===== config.mk =====
export PLATFORM = sky130hd
export DESIGN_NAME = hazard_ctrl_flat
export DESIGN_NICKNAME = d
export VERILOG_FILES = /design/src/rtl/hazard_pkg.sv /design/src/rtl/hazard_ctrl_if.sv /design/src/rtl/md_busy_fsm.sv /design/src/rtl/hazard_ctrl.sv /design/src/flat_wrapper.sv
export SDC_FILE = /design/constraint.sdc
export NUM_CORES = 1
export LEC_CHECK = 0
export ABC_AREA = 1
export BUFFER_PORTS_ARGS = -buffer_cell sky130_fd_sc_hd__buf_2
export CAP_MARGIN = 20
export CORE_ASPECT_RATIO = 1.75
export CORE_MARGIN = 2
export CORE_UTILIZATION = 46
export CTS_CLUSTER_SIZE = 20
export DETAILED_ROUTE_END_ITERATION = 12
export HOLD_SLACK_MARGIN = 0.03
export PLACE_DENSITY = 0.75
export SLEW_MARGIN = 25
export SYNTH_ARGS = -nofsm -noshare
export SYNTH_HDL_FRONTEND = slang
export SYNTH_HIERARCHICAL = 1
export SYNTH_SLANG_ARGS = --single-unit

===== constraint.sdc =====
create_clock -name clk -period 3.7 [get_ports clk]
set_clock_uncertainty 0.1 [all_clocks]
set_input_delay 1.11 -clock clk [delete_from_list [all_inputs] [get_ports clk]]
set_output_delay 1.11 -clock clk [all_outputs]
set_load 0.02 [all_outputs]

===== src/rtl/hazard_pkg.sv =====
// Shared constants, types and helpers for the pipeline hazard controller.
package hazard_pkg;

  localparam logic [1:0] FWD_RF    = 2'd0;
  localparam logic [1:0] FWD_E     = 2'd1;
  localparam logic [1:0] FWD_M     = 2'd2;
  localparam logic [1:0] FWD_W     = 2'd3;
  localparam logic [1:0] TUSE_NONE = 2'd3;

  typedef enum logic {MD_IDLE = 1'b0, MD_BUSY = 1'b1} md_state_e;

  // A source hits a stage only for a nonzero register the stage actually writes.
  function automatic logic reg_hit(input logic [4:0] src, input logic rw, input logic [4:0] wr);
    return (src != 5'd0) && rw && (src == wr);
  endfunction

  function automatic int cnt_width(input int max_cycles);
    int w;
    w = $clog2(max_cycles + 1);
    return (w < 4) ? 4 : w;
  endfunction

endpackage


===== src/rtl/hazard_ctrl_if.sv =====
// Pipeline-side signals seen by the hazard controller.
interface hazard_ctrl_if;
  logic [4:0] rsD, rtD, rsE, rtE, rtM;
  logic [1:0] TuseRsD, TuseRtD, TnewE, TnewM;
  logic       RegWriteE, RegWriteM, RegWriteW;
  logic [4:0] WriteRegE, WriteRegM, WriteRegW;
  logic       MdStartE, MdIsDivE, MdUseD;
  logic       StallF, StallD, FlushE;
  logic [1:0] ForwardRsD, ForwardRtD, ForwardRsE, ForwardRtE;
  logic       ForwardRtM, MdBusy;

  modport slave (
    input  rsD, rtD, rsE, rtE, rtM, TuseRsD, TuseRtD, TnewE, TnewM,
           RegWriteE, RegWriteM, RegWriteW, WriteRegE, WriteRegM, WriteRegW,
           MdStartE, MdIsDivE, MdUseD,
    output StallF, StallD, FlushE, ForwardRsD, ForwardRtD, ForwardRsE, ForwardRtE,
           ForwardRtM, MdBusy
  );

  modport master (
    output rsD, rtD, rsE, rtE, rtM, TuseRsD, TuseRtD, TnewE, TnewM,
           RegWriteE, RegWriteM, RegWriteW, WriteRegE, WriteRegM, WriteRegW,
           MdStartE, MdIsDivE, MdUseD,
    input  StallF, StallD, FlushE, ForwardRsD, ForwardRtD, ForwardRsE, ForwardRtE,
           ForwardRtM, MdBusy
  );
endinterface


===== src/rtl/md_busy_fsm.sv =====
// Mult/div occupancy tracker: BUSY for exactly MULT_CYCLES or DIV_CYCLES after a start.
module md_busy_fsm
  import hazard_pkg::*;
#(
  parameter int MULT_CYCLES = 5,
  parameter int DIV_CYCLES  = 10
) (
  input  logic clk,
  input  logic reset,
  input  logic start,
  input  logic is_div,
  output logic busy
);

  localparam int CNT_W = cnt_width((DIV_CYCLES > MULT_CYCLES) ? DIV_CYCLES : MULT_CYCLES);

  if (MULT_CYCLES < 1) begin : g_bad_mult
    $error("MULT_CYCLES must be at least 1");
  end
  if (DIV_CYCLES < 1) begin : g_bad_div
    $error("DIV_CYCLES must be at least 1");
  end

  md_state_e        state_q, state_d;
  logic [CNT_W-1:0] cnt_q, cnt_d;

  always_ff @(posedge clk) begin
    if (reset) begin
      state_q <= MD_IDLE;
      cnt_q   <= '0;
    end else begin
      state_q <= state_d;
      cnt_q   <= cnt_d;
    end
  end

  always_comb begin
    state_d = state_q;
    cnt_d   = cnt_q;
    case (state_q)
      MD_IDLE: if (start) begin
        cnt_d   = is_div ? CNT_W'(DIV_CYCLES) : CNT_W'(MULT_CYCLES);
        state_d = MD_BUSY;
      end
      MD_BUSY: begin
        cnt_d = cnt_q - CNT_W'(1);
        if (cnt_q == CNT_W'(1)) state_d = MD_IDLE;
      end
      default: state_d = MD_IDLE;
    endcase
  end

  assign busy = (state_q == MD_BUSY);

  a_md_start_busy: assert property (@(posedge clk) disable iff (reset)
    !(start && state_q == MD_BUSY)) else $error("md start while busy");

endmodule


===== src/rtl/hazard_ctrl.sv =====
// Stall/flush and operand-forwarding control for a 5-stage pipeline.
// Optional STALL_COUNT_EN adds a free-running 32-bit stall-cycle counter output.
module hazard_ctrl
  import hazard_pkg::*;
#(
  parameter int MULT_CYCLES = 5,
  parameter int DIV_CYCLES  = 10
) (
  input  logic          clk,
  input  logic          reset,
`ifdef STALL_COUNT_EN
  output logic [31:0]   StallCount,
`endif
  hazard_ctrl_if.slave  hz
);

  logic md_busy;
  logic rs_e, rt_e, rs_m, rt_m, rs_w, rt_w;
  logic stall;

  md_busy_fsm #(.MULT_CYCLES(MULT_CYCLES), .DIV_CYCLES(DIV_CYCLES)) u_md (
    .clk    (clk),
    .reset  (reset),
    .start  (hz.MdStartE),
    .is_div (hz.MdIsDivE),
    .busy   (md_busy)
  );

  always_comb begin
    rs_e = reg_hit(hz.rsD, hz.RegWriteE, hz.WriteRegE);
    rt_e = reg_hit(hz.rtD, hz.RegWriteE, hz.WriteRegE);
    rs_m = reg_hit(hz.rsD, hz.RegWriteM, hz.WriteRegM);
    rt_m = reg_hit(hz.rtD, hz.RegWriteM, hz.WriteRegM);
    rs_w = reg_hit(hz.rsD, hz.RegWriteW, hz.WriteRegW);
    rt_w = reg_hit(hz.rtD, hz.RegWriteW, hz.WriteRegW);

    // TUSE_NONE is never below a 2-bit Tnew, so unread sources cannot stall.
    stall = (rs_e && hz.TuseRsD < hz.TnewE) || (rt_e && hz.TuseRtD < hz.TnewE) ||
            (rs_m && hz.TuseRsD < hz.TnewM) || (rt_m && hz.TuseRtD < hz.TnewM) ||
            (hz.MdUseD && (md_busy || hz.MdStartE));

    hz.ForwardRsD = FWD_RF;
    if      (rs_e && hz.TnewE == 2'd0) hz.ForwardRsD = FWD_E;
    else if (rs_m && hz.TnewM == 2'd0) hz.ForwardRsD = FWD_M;
    else if (rs_w)                     hz.ForwardRsD = FWD_W;

    hz.ForwardRtD = FWD_RF;
    if      (rt_e && hz.TnewE == 2'd0) hz.ForwardRtD = FWD_E;
    else if (rt_m && hz.TnewM == 2'd0) hz.ForwardRtD = FWD_M;
    else if (rt_w)                     hz.ForwardRtD = FWD_W;

    hz.ForwardRsE = FWD_RF;
    if      (reg_hit(hz.rsE, hz.RegWriteM, hz.WriteRegM) && hz.TnewM == 2'd0) hz.ForwardRsE = FWD_M;
    else if (reg_hit(hz.rsE, hz.RegWriteW, hz.WriteRegW))                     hz.ForwardRsE = FWD_W;

    hz.ForwardRtE = FWD_RF;
    if      (reg_hit(hz.rtE, hz.RegWriteM, hz.WriteRegM) && hz.TnewM == 2'd0) hz.ForwardRtE = FWD_M;
    else if (reg_hit(hz.rtE, hz.RegWriteW, hz.WriteRegW))                     hz.ForwardRtE = FWD_W;

    hz.ForwardRtM = reg_hit(hz.rtM, hz.RegWriteW, hz.WriteRegW);
  end

  assign hz.StallF = stall;
  assign hz.StallD = stall;
  assign hz.FlushE = stall;
  assign hz.MdBusy = md_busy;

`ifdef STALL_COUNT_EN
  logic [31:0] stall_count_q, stall_count_d;

  always_comb begin
    stall_count_d = stall_count_q;
    if (stall) stall_count_d = stall_count_q + 32'd1;
  end

  always_ff @(posedge clk) begin
    if (reset) stall_count_q <= '0;
    else       stall_count_q <= stall_count_d;
  end

  assign StallCount = stall_count_q;
`endif

endmodule


===== src/flat_wrapper.sv =====
// flat-port wrapper written by rule: the top's interface ports become plain ports
module hazard_ctrl_flat import hazard_pkg::*;
#(
  parameter int MULT_CYCLES = 5,
  parameter int DIV_CYCLES  = 10
)
  (clk, reset, hz_rsD, hz_rtD, hz_rsE, hz_rtE, hz_rtM, hz_TuseRsD, hz_TuseRtD, hz_TnewE, hz_TnewM, hz_RegWriteE, hz_RegWriteM, hz_RegWriteW, hz_WriteRegE, hz_WriteRegM, hz_WriteRegW, hz_MdStartE, hz_MdIsDivE, hz_MdUseD, hz_StallF, hz_StallD, hz_FlushE, hz_ForwardRsD, hz_ForwardRtD, hz_ForwardRsE, hz_ForwardRtE, hz_ForwardRtM, hz_MdBusy);
  hazard_ctrl_if hz_i ();
  input  logic clk;
  input  logic reset;
  input wire logic [$bits(hz_i.rsD)-1:0] hz_rsD;
  input wire logic [$bits(hz_i.rtD)-1:0] hz_rtD;
  input wire logic [$bits(hz_i.rsE)-1:0] hz_rsE;
  input wire logic [$bits(hz_i.rtE)-1:0] hz_rtE;
  input wire logic [$bits(hz_i.rtM)-1:0] hz_rtM;
  input wire logic [$bits(hz_i.TuseRsD)-1:0] hz_TuseRsD;
  input wire logic [$bits(hz_i.TuseRtD)-1:0] hz_TuseRtD;
  input wire logic [$bits(hz_i.TnewE)-1:0] hz_TnewE;
  input wire logic [$bits(hz_i.TnewM)-1:0] hz_TnewM;
  input wire logic [$bits(hz_i.RegWriteE)-1:0] hz_RegWriteE;
  input wire logic [$bits(hz_i.RegWriteM)-1:0] hz_RegWriteM;
  input wire logic [$bits(hz_i.RegWriteW)-1:0] hz_RegWriteW;
  input wire logic [$bits(hz_i.WriteRegE)-1:0] hz_WriteRegE;
  input wire logic [$bits(hz_i.WriteRegM)-1:0] hz_WriteRegM;
  input wire logic [$bits(hz_i.WriteRegW)-1:0] hz_WriteRegW;
  input wire logic [$bits(hz_i.MdStartE)-1:0] hz_MdStartE;
  input wire logic [$bits(hz_i.MdIsDivE)-1:0] hz_MdIsDivE;
  input wire logic [$bits(hz_i.MdUseD)-1:0] hz_MdUseD;
  output wire logic [$bits(hz_i.StallF)-1:0] hz_StallF;
  output wire logic [$bits(hz_i.StallD)-1:0] hz_StallD;
  output wire logic [$bits(hz_i.FlushE)-1:0] hz_FlushE;
  output wire logic [$bits(hz_i.ForwardRsD)-1:0] hz_ForwardRsD;
  output wire logic [$bits(hz_i.ForwardRtD)-1:0] hz_ForwardRtD;
  output wire logic [$bits(hz_i.ForwardRsE)-1:0] hz_ForwardRsE;
  output wire logic [$bits(hz_i.ForwardRtE)-1:0] hz_ForwardRtE;
  output wire logic [$bits(hz_i.ForwardRtM)-1:0] hz_ForwardRtM;
  output wire logic [$bits(hz_i.MdBusy)-1:0] hz_MdBusy;
  assign hz_i.rsD = hz_rsD;
  assign hz_i.rtD = hz_rtD;
  assign hz_i.rsE = hz_rsE;
  assign hz_i.rtE = hz_rtE;
  assign hz_i.rtM = hz_rtM;
  assign hz_i.TuseRsD = hz_TuseRsD;
  assign hz_i.TuseRtD = hz_TuseRtD;
  assign hz_i.TnewE = hz_TnewE;
  assign hz_i.TnewM = hz_TnewM;
  assign hz_i.RegWriteE = hz_RegWriteE;
  assign hz_i.RegWriteM = hz_RegWriteM;
  assign hz_i.RegWriteW = hz_RegWriteW;
  assign hz_i.WriteRegE = hz_WriteRegE;
  assign hz_i.WriteRegM = hz_WriteRegM;
  assign hz_i.WriteRegW = hz_WriteRegW;
  assign hz_i.MdStartE = hz_MdStartE;
  assign hz_i.MdIsDivE = hz_MdIsDivE;
  assign hz_i.MdUseD = hz_MdUseD;
  assign hz_StallF = hz_i.StallF;
  assign hz_StallD = hz_i.StallD;
  assign hz_FlushE = hz_i.FlushE;
  assign hz_ForwardRsD = hz_i.ForwardRsD;
  assign hz_ForwardRtD = hz_i.ForwardRtD;
  assign hz_ForwardRsE = hz_i.ForwardRsE;
  assign hz_ForwardRtE = hz_i.ForwardRtE;
  assign hz_ForwardRtM = hz_i.ForwardRtM;
  assign hz_MdBusy = hz_i.MdBusy;
  hazard_ctrl #(.MULT_CYCLES(MULT_CYCLES), .DIV_CYCLES(DIV_CYCLES)) u_core (.clk(clk), .reset(reset), .hz(hz_i));
endmodule

==> tab_implementation.tex, run 1 <==
\begin{tabular}{lr}
\hline
Metric & Value \\
\hline
\multicolumn{2}{l}{\textbf{Run status}} \\
\quad Result of the run & finished clean \\
\multicolumn{2}{l}{\textbf{Yosys}} \\
\quad Area share of and/or/nand/nor cells after synthesis & 49.32\% \\
\quad Area fraction of the dominant cell type after synthesis & 23.39\% \\
\quad Register bit total from synthesis & 5 \\
\quad Library cell occupying the most area in the post-synthesis netlist & nand2\_1 \\
\quad Synth Area in Adders & 5.085\% \\
\quad Synthesized netlist net count & 357 \\
\quad Cell Area, Synth & 0.001476 sq mm \\
\quad Area fraction in compound gates after synthesis & 11.53\% \\
\quad Dominant synthesized flop cell & dfxtp\_1 \\
\quad Parity-gate share of the synthesized area counting xor and xnor cells & 10.08\% \\
\quad Count of different cell masters after synthesis & 26 \\
\quad Average size of a mapped cell & 5.005 sq um \\
\quad Largest cells by area after synthesis & nand2\_1, inv\_1, nor2\_1, nand3\_1, xor2\_1 \\
\quad Warnings, synthesis & 6 \\
\quad Async SR Flop Fraction & 0\% \\
\quad Dominant combinational cell family by area after synthesis & simple AND/OR/NAND/NOR gates \\
\quad Synthesized instance count & 295 \\
\quad Sequential area share after synthesis & 6.780\% \\
\quad Proportion of synthesized area in mux cells & 0\% \\
\quad Number of enable flip-flop cells after synthesis & 0 \\
\multicolumn{2}{l}{\textbf{GRT}} \\
\quad Gr usage total & 27.46\% \\
\quad Number of global-route vias before repair & 1944 \\
\quad Antenna violations before repair & 0 \\
\quad Largest net degree at the start of global routing & 10 \\
\quad Final global-route overflow total & 0 \\
\quad First-pass GRT wire length & 7707 um \\
\multicolumn{2}{l}{\textbf{Clocking}} \\
\quad CTS Buffer Depth & 2 \\
\quad Skew-Pair Late Insertion Delay & 230 ps \\
\quad TritonCTS clock tree & yes \\
\quad Clk Tree Root Cell & clkbuf\_8 \\
\quad Post-CTS setup-driven buffer insertion count & 0 \\
\quad CTS H-tree depth & 1 \\
\quad Post-CTS sizing & 0 \\
\quad Register clock-pin slew on the reported worst setup and hold paths & 40 ps \\
\quad Clock buffers created by TritonCTS & 3 \\
\quad Num Clock Sinks & 5 \\
\quad Number of hold buffers added after CTS & 0 \\
\multicolumn{2}{l}{\textbf{Finish}} \\
\quad Most common library cell in the layout ignoring fill and taps & nand2\_1 \\
\quad Number of nets in the layout & 425 \\
\quad Final std cells w/o fill & 405 \\
\quad Number of antenna repair diodes & 0 \\
\quad Leading cell types in the layout, fill and taps excluded & nand2\_1, buf\_2, inv\_1 \\
\quad Final non-filler cell area & 0.001881 sq mm \\
\quad Post-synthesis to final-layout area growth & 27.37\% \\
\quad Ratio of cells with drive above 1 in the final layout & 22.38\% \\
\multicolumn{2}{l}{\textbf{STA}} \\
\quad Count of final setup violators & 0 \\
\quad Share of the cycle needed by the critical path after routing & 92.28\% \\
\quad TNS Setup & 0 ps \\
\quad Unrepaired setup endpoints after global routing & false \\
\quad Measured slew at the worst slew-check pin & 380.6 ps \\
\quad Number of max-slew violations in the final report & 0 \\
\quad Hold Violations, Final & 0 \\
\quad Max-slew headroom & 74.43\% \\
\quad Final Worst Setup Slack & 285.7 ps \\
\quad Clock period minus final worst setup slack & 3414 ps \\
\quad Maximum achievable frequency & 292.9 MHz \\
\multicolumn{2}{l}{\textbf{Setup path}} \\
\quad Worst Setup End Kind & output port \\
\quad Cells on worst reg2reg path & 6 \\
\quad Data arrival time of the critical path & 2200 ps \\
\quad Largest driver fanout on the critical path & 5 \\
\quad Data required, critical path & 2490 ps \\
\quad Category of the worst setup path launch point & input port \\
\quad Crit path kind & input port to output port \\
\multicolumn{2}{l}{\textbf{Drt}} \\
\quad Number of remaining DRC errors & 0 \\
\quad Antenna Nets Post-Route & 0 \\
\quad Iter 0 DRT Violations & 47 \\
\quad Total number of vias & 2045 \\
\quad Routed Wire Length & 4749 um \\
\quad Number of iterations in the first detailed-routing pass & 5 \\
\quad Via-to-Cell Ratio & 5.049 \\
\quad Per-cell routed wire length & 11.73 um \\
\multicolumn{2}{l}{\textbf{Place}} \\
\quad Detail Placement HPWL & 4080 um \\
\quad Final Wtd Congestion & 0.9453 \\
\quad Post-detailed-placement cell area & 0.001834 sq mm \\
\quad Dpl cells & 401 \\
\quad PortBufs & 68 \\
\quad Worst setup slack before clock tree synthesis & 287.4 ps \\
\multicolumn{2}{l}{\textbf{Floorplanning}} \\
\quad Number of placement rows & 27 \\
\quad IO Pins & 69 \\
\quad Horizontal die dimension & 46.83 um \\
\quad Total Die Area & 0.003697 sq mm \\
\quad Initial standard-cell utilization of the core & 47.50\% \\
\quad Die H & 78.95 um \\
\quad Area inside the core boundary & 0.003108 sq mm \\
\multicolumn{2}{l}{\textbf{Power}} \\
\quad Power per Cell Area & 195.1 mW/mm\^{}2 \\
\quad Clock share of power & 28.4\% \\
\quad Static power due to leakage & 1.170 nW \\
\quad Internal power of the cells & 208.5 uW \\
\quad Part of the total power dissipated in sequential elements & 18.0\% \\
\quad Maximum VDD drop & 256.2 uV \\
\quad Share of total power in combinational logic & 53.6\% \\
\quad Net switching power & 158.5 uW \\
\quad Sw Share & 43.19\% \\
\multicolumn{2}{l}{\textbf{Run}} \\
\quad MaxCap Viol Count & 0 \\
\multicolumn{2}{l}{\textbf{Min path}} \\
\quad Hold path cells & 2 \\
\quad Worst min-delay path class & flip-flop to flip-flop \\
\hline
\end{tabular}
-- cells in the mapped netlist (all sizes together) (4+ instances only) --
| library cell | number |
|---|---|
| nand2 | 92 |
| inv | 58 |
| nor2 | 39 |
| nand3 | 26 |
| a21oi | 14 |
| xor2 | 12 |
| o21ai | 10 |
| nand4 | 8 |
| nor3 | 7 |
| ha | 6 |
| buf | 5 |
| dfxtp | 5 |
| xnor2 | 5 |
| o22ai | 4 |
-- worst paths after layout --
| path | startpoint | endpoint | slack, ps |
|---|---|---|---|
| worst min-delay path | u_core/u_md/cnt_q[2] | u_core/u_md/busy | 420 |
| worst min register to register | u_core/u_md/cnt_q[2] | u_core/u_md/busy | 420 |
| worst max-delay path | hz_rtD[1] | hz_FlushE | 290 |
| worst max register to register | u_core/u_md/cnt_q[0] | u_core/u_md/cnt_q[2] | 2500 |
-- worst max-delay path: stages --
cell and delay [ps]:
buf_2 120, inv_1 150, nand2_1 80, nor2_1 190, nor2_1 80, nand3_1 100, nand2_1 50, nor2_1 80
nand2_1 80, buf_2 170
-- power groups by stage --
stage | Sequential [mW] | Combinational (mW) | Clock [mW]
after floorplan | 0.0665 | 0.120 | 0
after global placement | 0.0667 | 0.193 | 0
after detailed placement | 0.0669 | 0.194 | 0
after CTS | 0.0662 | 0.195 | 0.106
after global routing | 0.0673 | 0.223 | 0.109
final | 0.0661 | 0.196 | 0.104
-- cell type report --
| type | count | area, sq um |
|---|---|---|
| repair buffers | 68 | 340.3 |
| multi-input cells | 227 | 1122 |
| clock inverters | 1 | 5.005 |
| inverters | 58 | 217.7 |
| flip-flops and latches | 5 | 100.1 |
| fillers | 362 | 1227 |
| well taps | 43 | 53.80 |
| clock buffers | 3 | 41.29 |
-- sequential cells by signal, indices dropped and copies added, names as in the netlist --
register and flops:
u_core/u_md/busy 1, u_core/u_md/cnt_q 4
-- stage by stage --
step	total power, mW	util [%]	hold slack (ps)
floorplan	0.1861	-	387.0
global placement	0.2601	59.02	412.4
detailed placement	0.2610	59.02	414.7
CTS	0.3681	60.51	421.4
global route	0.3994	60.51	473.4
finish	0.3669	60.51	419.9
-- layer usage --
metal / up-vias / global-route usage, % / wire, um
met5: - / 0 / 0
met4: 0 / 16.94 / 251
met3: 19 / 5.227 / 277
met2: 81 / 49.73 / 2594
met1: 893 / 25.83 / 1626
li1: 1052 / - / -
-- cells by family (layout without fill, tap and decap cells) --
group,Yosys count,after routing
XOR/XNOR,17,17
AO/OA/AOI/OAI,31,31
flip-flops,5,5
buffers and inverters,63,130
adder cells (fa/ha/maj),6,6
AND/OR/NAND/NOR,173,173
Power figures use the tool's default switching activity.
==> run 2, diff against run 1 <==
--- a/config.mk
+++ b/config.mk
@@ -10,11 +10,11 @@
 export CAP_MARGIN = 20
 export CORE_ASPECT_RATIO = 1.75
 export CORE_MARGIN = 2
-export CORE_UTILIZATION = 46
+export CORE_UTILIZATION = 43
 export CTS_CLUSTER_SIZE = 20
 export DETAILED_ROUTE_END_ITERATION = 12
 export HOLD_SLACK_MARGIN = 0.03
-export PLACE_DENSITY = 0.75
+export PLACE_DENSITY = 0.74
 export SLEW_MARGIN = 25
 export SYNTH_ARGS = -nofsm -noshare
 export SYNTH_HDL_FRONTEND = slang
==> constraint.sdc (replaced) <==
create_clock -name clk -period 2.85 [get_ports clk]
set_clock_uncertainty 0.1 [all_clocks]
set_input_delay 0.855 -clock clk [delete_from_list [all_inputs] [get_ports clk]]
set_output_delay 0.855 -clock clk [all_outputs]
set_load 0.02 [all_outputs]
==> run 2 against run 1 <==
Compared with the run above:
- cell count up 3.5%
- sequential share of layout area shrank 0.82 points
- first-iteration DRC count is 38% higher
- global-route usage decreased by 1.7 points
- clock power grew 30%
- non-clock buffer count rose by 12
- sequential power grew 31%
- clock-buffer cell count rose by 1
- via count increased by 5.1%
- worst setup slack got worse by 260 ps
- critical endpoint is now hz_StallD
==> tab_implementation.tex, run 2 (synthesized netlist as in run 1, its figures left out) <==
\begin{tabular}{lr}
\hline
Metric & Value \\
\hline
\multicolumn{2}{l}{\textbf{Floorplanning}} \\
\quad Number of placement rows & 28 (was 27) \\
\quad Total Die Area & 0.003937 sq mm (was 0.003697 sq mm) \\
\quad Horizontal die dimension & 48.30 um (was 46.83 um) \\
\quad Die H & 81.52 um (was 78.95 um) \\
\quad Initial standard-cell utilization of the core & 44.36\% (was 47.50\%) \\
\quad Area inside the core boundary & 0.003328 sq mm (was 0.003108 sq mm) \\
\quad IO Pins & 69 (unchanged) \\
\multicolumn{2}{l}{\textbf{Place}} \\
\quad Post-detailed-placement cell area & 0.001889 sq mm (was 0.001834 sq mm) \\
\quad Detail Placement HPWL & 4037 um (was 4080 um) \\
\quad Final Wtd Congestion & 0.9609 (was 0.9453) \\
\quad PortBufs & 68 (unchanged) \\
\multicolumn{2}{l}{\textbf{STA}} \\
\quad TNS Setup & 0 ps (unchanged) \\
\quad Number of max-slew violations in the final report & 0 (unchanged) \\
\quad Max-slew headroom & 77.43\% (was 74.43\%) \\
\quad Share of the cycle needed by the critical path after routing & 99.26\% \\
\quad Measured slew at the worst slew-check pin & 338.1 ps (was 380.6 ps) \\
\quad Unrepaired setup endpoints after global routing & true (was false) \\
\quad Count of final setup violators & 0 (unchanged) \\
\quad Post-route worst hold slack & 457.1 ps (was 419.9 ps) \\
\quad Clock period minus final worst setup slack & 2829 ps \\
\quad Hold Violations, Final & 0 (unchanged) \\
\quad Maximum achievable frequency & 353.5 MHz \\
\multicolumn{2}{l}{\textbf{Setup path}} \\
\quad Data required, critical path & 1900 ps (was 2490 ps) \\
\quad Worst path cell trace & buf\_2 > xnor2\_2 > nand2\_1 > nor2\_2 > nand3\_1 > nand2\_1 > inv\_1 > nand2\_2 > buf\_6 (was buf\_2 > inv\_1 > nand2\_1 > nor2\_1 > nor2\_1 > nand3\_1 > nand2\_1 > nor2\_1 > nand2\_1 > buf\_2) \\
\quad Cells on worst reg2reg path & 5 (was 6) \\
\quad Data arrival time of the critical path & 1870 ps (was 2200 ps) \\
\quad Family with the most delay on the worst path & simple AND/OR/NAND/NOR gates (unchanged) \\
\quad Crit-path max cell delay & 220 ps (was 190 ps) \\
\quad Crit path max-delay cell type & xnor2\_2 (was nor2\_1) \\
\quad Worst Setup End Kind & output port (unchanged) \\
\quad Critical R2R Launch & u\_core/u\_md/cnt\_q[0] (unchanged) \\
\quad Buffers \& Inverters on Critical Path & 3 (unchanged) \\
\quad Cell repeated most along the worst path & nand2\_1 \\
\quad Worst-case register-to-register setup slack & 1620 ps (was 2500 ps) \\
\quad Worst flop-to-flop path endpoint & u\_core/u\_md/cnt\_q[1] (was u\_core/u\_md/cnt\_q[2]) \\
\quad Largest driver fanout on the critical path & 3 (was 5) \\
\quad Category of the worst setup path launch point & input port (unchanged) \\
\quad Crit path kind & input port to output port (unchanged) \\
\multicolumn{2}{l}{\textbf{GRT}} \\
\quad Largest net degree at the start of global routing & 10 (unchanged) \\
\quad Most Crowded Layer GR & met2 (unchanged) \\
\quad Number of global-route vias before repair & 1893 (was 1944) \\
\quad Antenna violations before repair & 0 (unchanged) \\
\quad Met3 usage & 3.736\% (was 5.227\%) \\
\quad M2 GR Usage & 47.76\% (was 49.73\%) \\
\quad Final global-route overflow total & 0 (unchanged) \\
\quad Gr usage total & 25.78\% (was 27.46\%) \\
\quad Met1 usage & 22.63\% (was 25.83\%) \\
\quad First-pass GRT wire length & 7424 um (was 7707 um) \\
\multicolumn{2}{l}{\textbf{Finish}} \\
\quad Post-synthesis to final-layout area growth & 50.51\% (was 27.37\%) \\
\quad Most common library cell in the layout ignoring fill and taps & nand2\_1 (unchanged) \\
\quad Sequential standard cell area & 100.1 sq um (unchanged) \\
\quad Number of nets in the layout & 437 (was 425) \\
\quad Filler cell count & 345 (was 362) \\
\quad Max reg flops & 4 (unchanged) \\
\quad Footprint of the multi-input gates & 0.001259 sq mm (was 0.001122 sq mm) \\
\quad Reg with most FFs & u\_core/u\_md/cnt\_q (unchanged) \\
\quad Leading cell types in the layout, fill and taps excluded & nand2\_1, buf\_2, inv\_1 (unchanged) \\
\quad Ratio of cells with drive above 1 in the final layout & 35.56\% (was 22.38\%) \\
\quad Final non-filler cell area & 0.002222 sq mm (was 0.001881 sq mm) \\
\quad Number of antenna repair diodes & 0 (unchanged) \\
\multicolumn{2}{l}{\textbf{Power}} \\
\quad Power per Cell Area & 241.5 mW/mm\^{}2 (was 195.1 mW/mm\^{}2) \\
\quad Static power due to leakage & 1.266 nW (was 1.170 nW) \\
\quad Maximum VDD drop & 342.3 uV (was 256.2 uV) \\
\multicolumn{2}{l}{\textbf{Clocking}} \\
\quad Clk Tree Root Cell & clkbuf\_8 (unchanged) \\
\quad Number of hold buffers added after CTS & 0 (unchanged) \\
\quad Register clock-pin slew on the reported worst setup and hold paths & 30 ps (was 40 ps) \\
\quad Num Clock Sinks & 5 (unchanged) \\
\quad Clock buffers created by TritonCTS & 3 (unchanged) \\
\quad CTS Buffer Depth & 2 (unchanged) \\
\quad Skew-Pair Late Insertion Delay & 230 ps (about the same) \\
\quad TritonCTS clock tree & yes (unchanged) \\
\quad CTS H-tree depth & 1 (unchanged) \\
\multicolumn{2}{l}{\textbf{Drt}} \\
\quad Per-cell routed wire length & 12.53 um (was 11.73 um) \\
\quad Number of remaining DRC errors & 0 (unchanged) \\
\quad Number of iterations in the first detailed-routing pass & 4 (was 5) \\
\quad Antenna Nets Post-Route & 0 (unchanged) \\
\quad Via-to-Cell Ratio & 5.129 (was 5.049) \\
\quad Routed Wire Length & 5248 um (was 4749 um) \\
\quad Total number of vias & 2149 (was 2045) \\
\quad Iter 0 DRT Violations & 65 (was 47) \\
\multicolumn{2}{l}{\textbf{Min path}} \\
\quad Startpoint of the lowest-slack hold path & u\_core/u\_md/cnt\_q[2] (unchanged) \\
\quad Sink of the worst hold path & u\_core/u\_md/busy (unchanged) \\
\quad Worst min-delay path class & flip-flop to flip-flop (unchanged) \\
\quad Hold path cells & 2 (unchanged) \\
\multicolumn{2}{l}{\textbf{Run status}} \\
\quad Result of the run & finished clean (unchanged) \\
\multicolumn{2}{l}{\textbf{Run}} \\
\quad MaxCap Viol Count & 0 (unchanged) \\
\hline
\end{tabular}
==> run 2: per-stage QoR <==
stage               setup slack, ps  total power, mW  util [%]  std cells
finish                        21.09           0.5367     66.77        419
CTS                           2.339           0.4930     58.91        414
detailed placement           -29.98           0.3457     56.77        410
global placement             -29.58           0.3433     56.77        410
global route                 -89.21           0.5827     66.77        419
floorplan                     59.87           0.2416         -        295
==> run 2: where the power goes <==
part           internal [mW]  switching [mW]
Sequential            0.0775         0.00910
Combinational          0.135           0.180
Clock                 0.0963          0.0382
Total                  0.309           0.228
==> run 2: how the worst max path moves through the flow <==
stage | startpoint | end | slack [ps] | cells past startpoint
detailed placement | hz_rtD[1] | hz_StallD | -30 | 10
global placement | hz_rtD[1] | hz_FlushE | -30 | 10
floorplan | hz_TnewE[1] | hz_StallD | 60 | 8
CTS | hz_rtD[4] | hz_FlushE | 2 | 10
global route | hz_WriteRegE[0] | hz_StallD | -90 | 9
finish | hz_WriteRegE[0] | hz_StallD | 20 | 9
==> run 2: repair_timing <==
| action | 4_1_cts | 5_1_grt |
|---|---|---|
| endpoints found under the setup margin | 3 | 11 |
| gates resized for setup | 12 | 78 |
| buffers inserted | 0 | 5 |
| pin swaps | 0 | 31 |
==> run 2: worst min-delay path, stage by stage (launching register included) <==
cell,delay (ps)
dfxtp_1,320
inv_1,80
a31oi_1,90
==> run 2: area by class of cell <==
cell class / instances / share of cell area (%)
Timing Repair Buffer: 80 / 23.70
Multi-Input combinational cell: 227 / 56.64
Sequential cell: 5 / 4.505
Inverter: 58 / 10.59
Tap cell: 45 / 2.534
Clock buffer: 4 / 2.027
==> run 2: metal layers <==
| layer | routed length [um] | up-vias |
|---|---|---|
| met2 | 2835 | 88 |
| met3 | 260 | 29 |
| li1 | - | 1081 |
| met4 | 329 | 0 |
| met5 | 0 | - |
| met1 | 1823 | 951 |
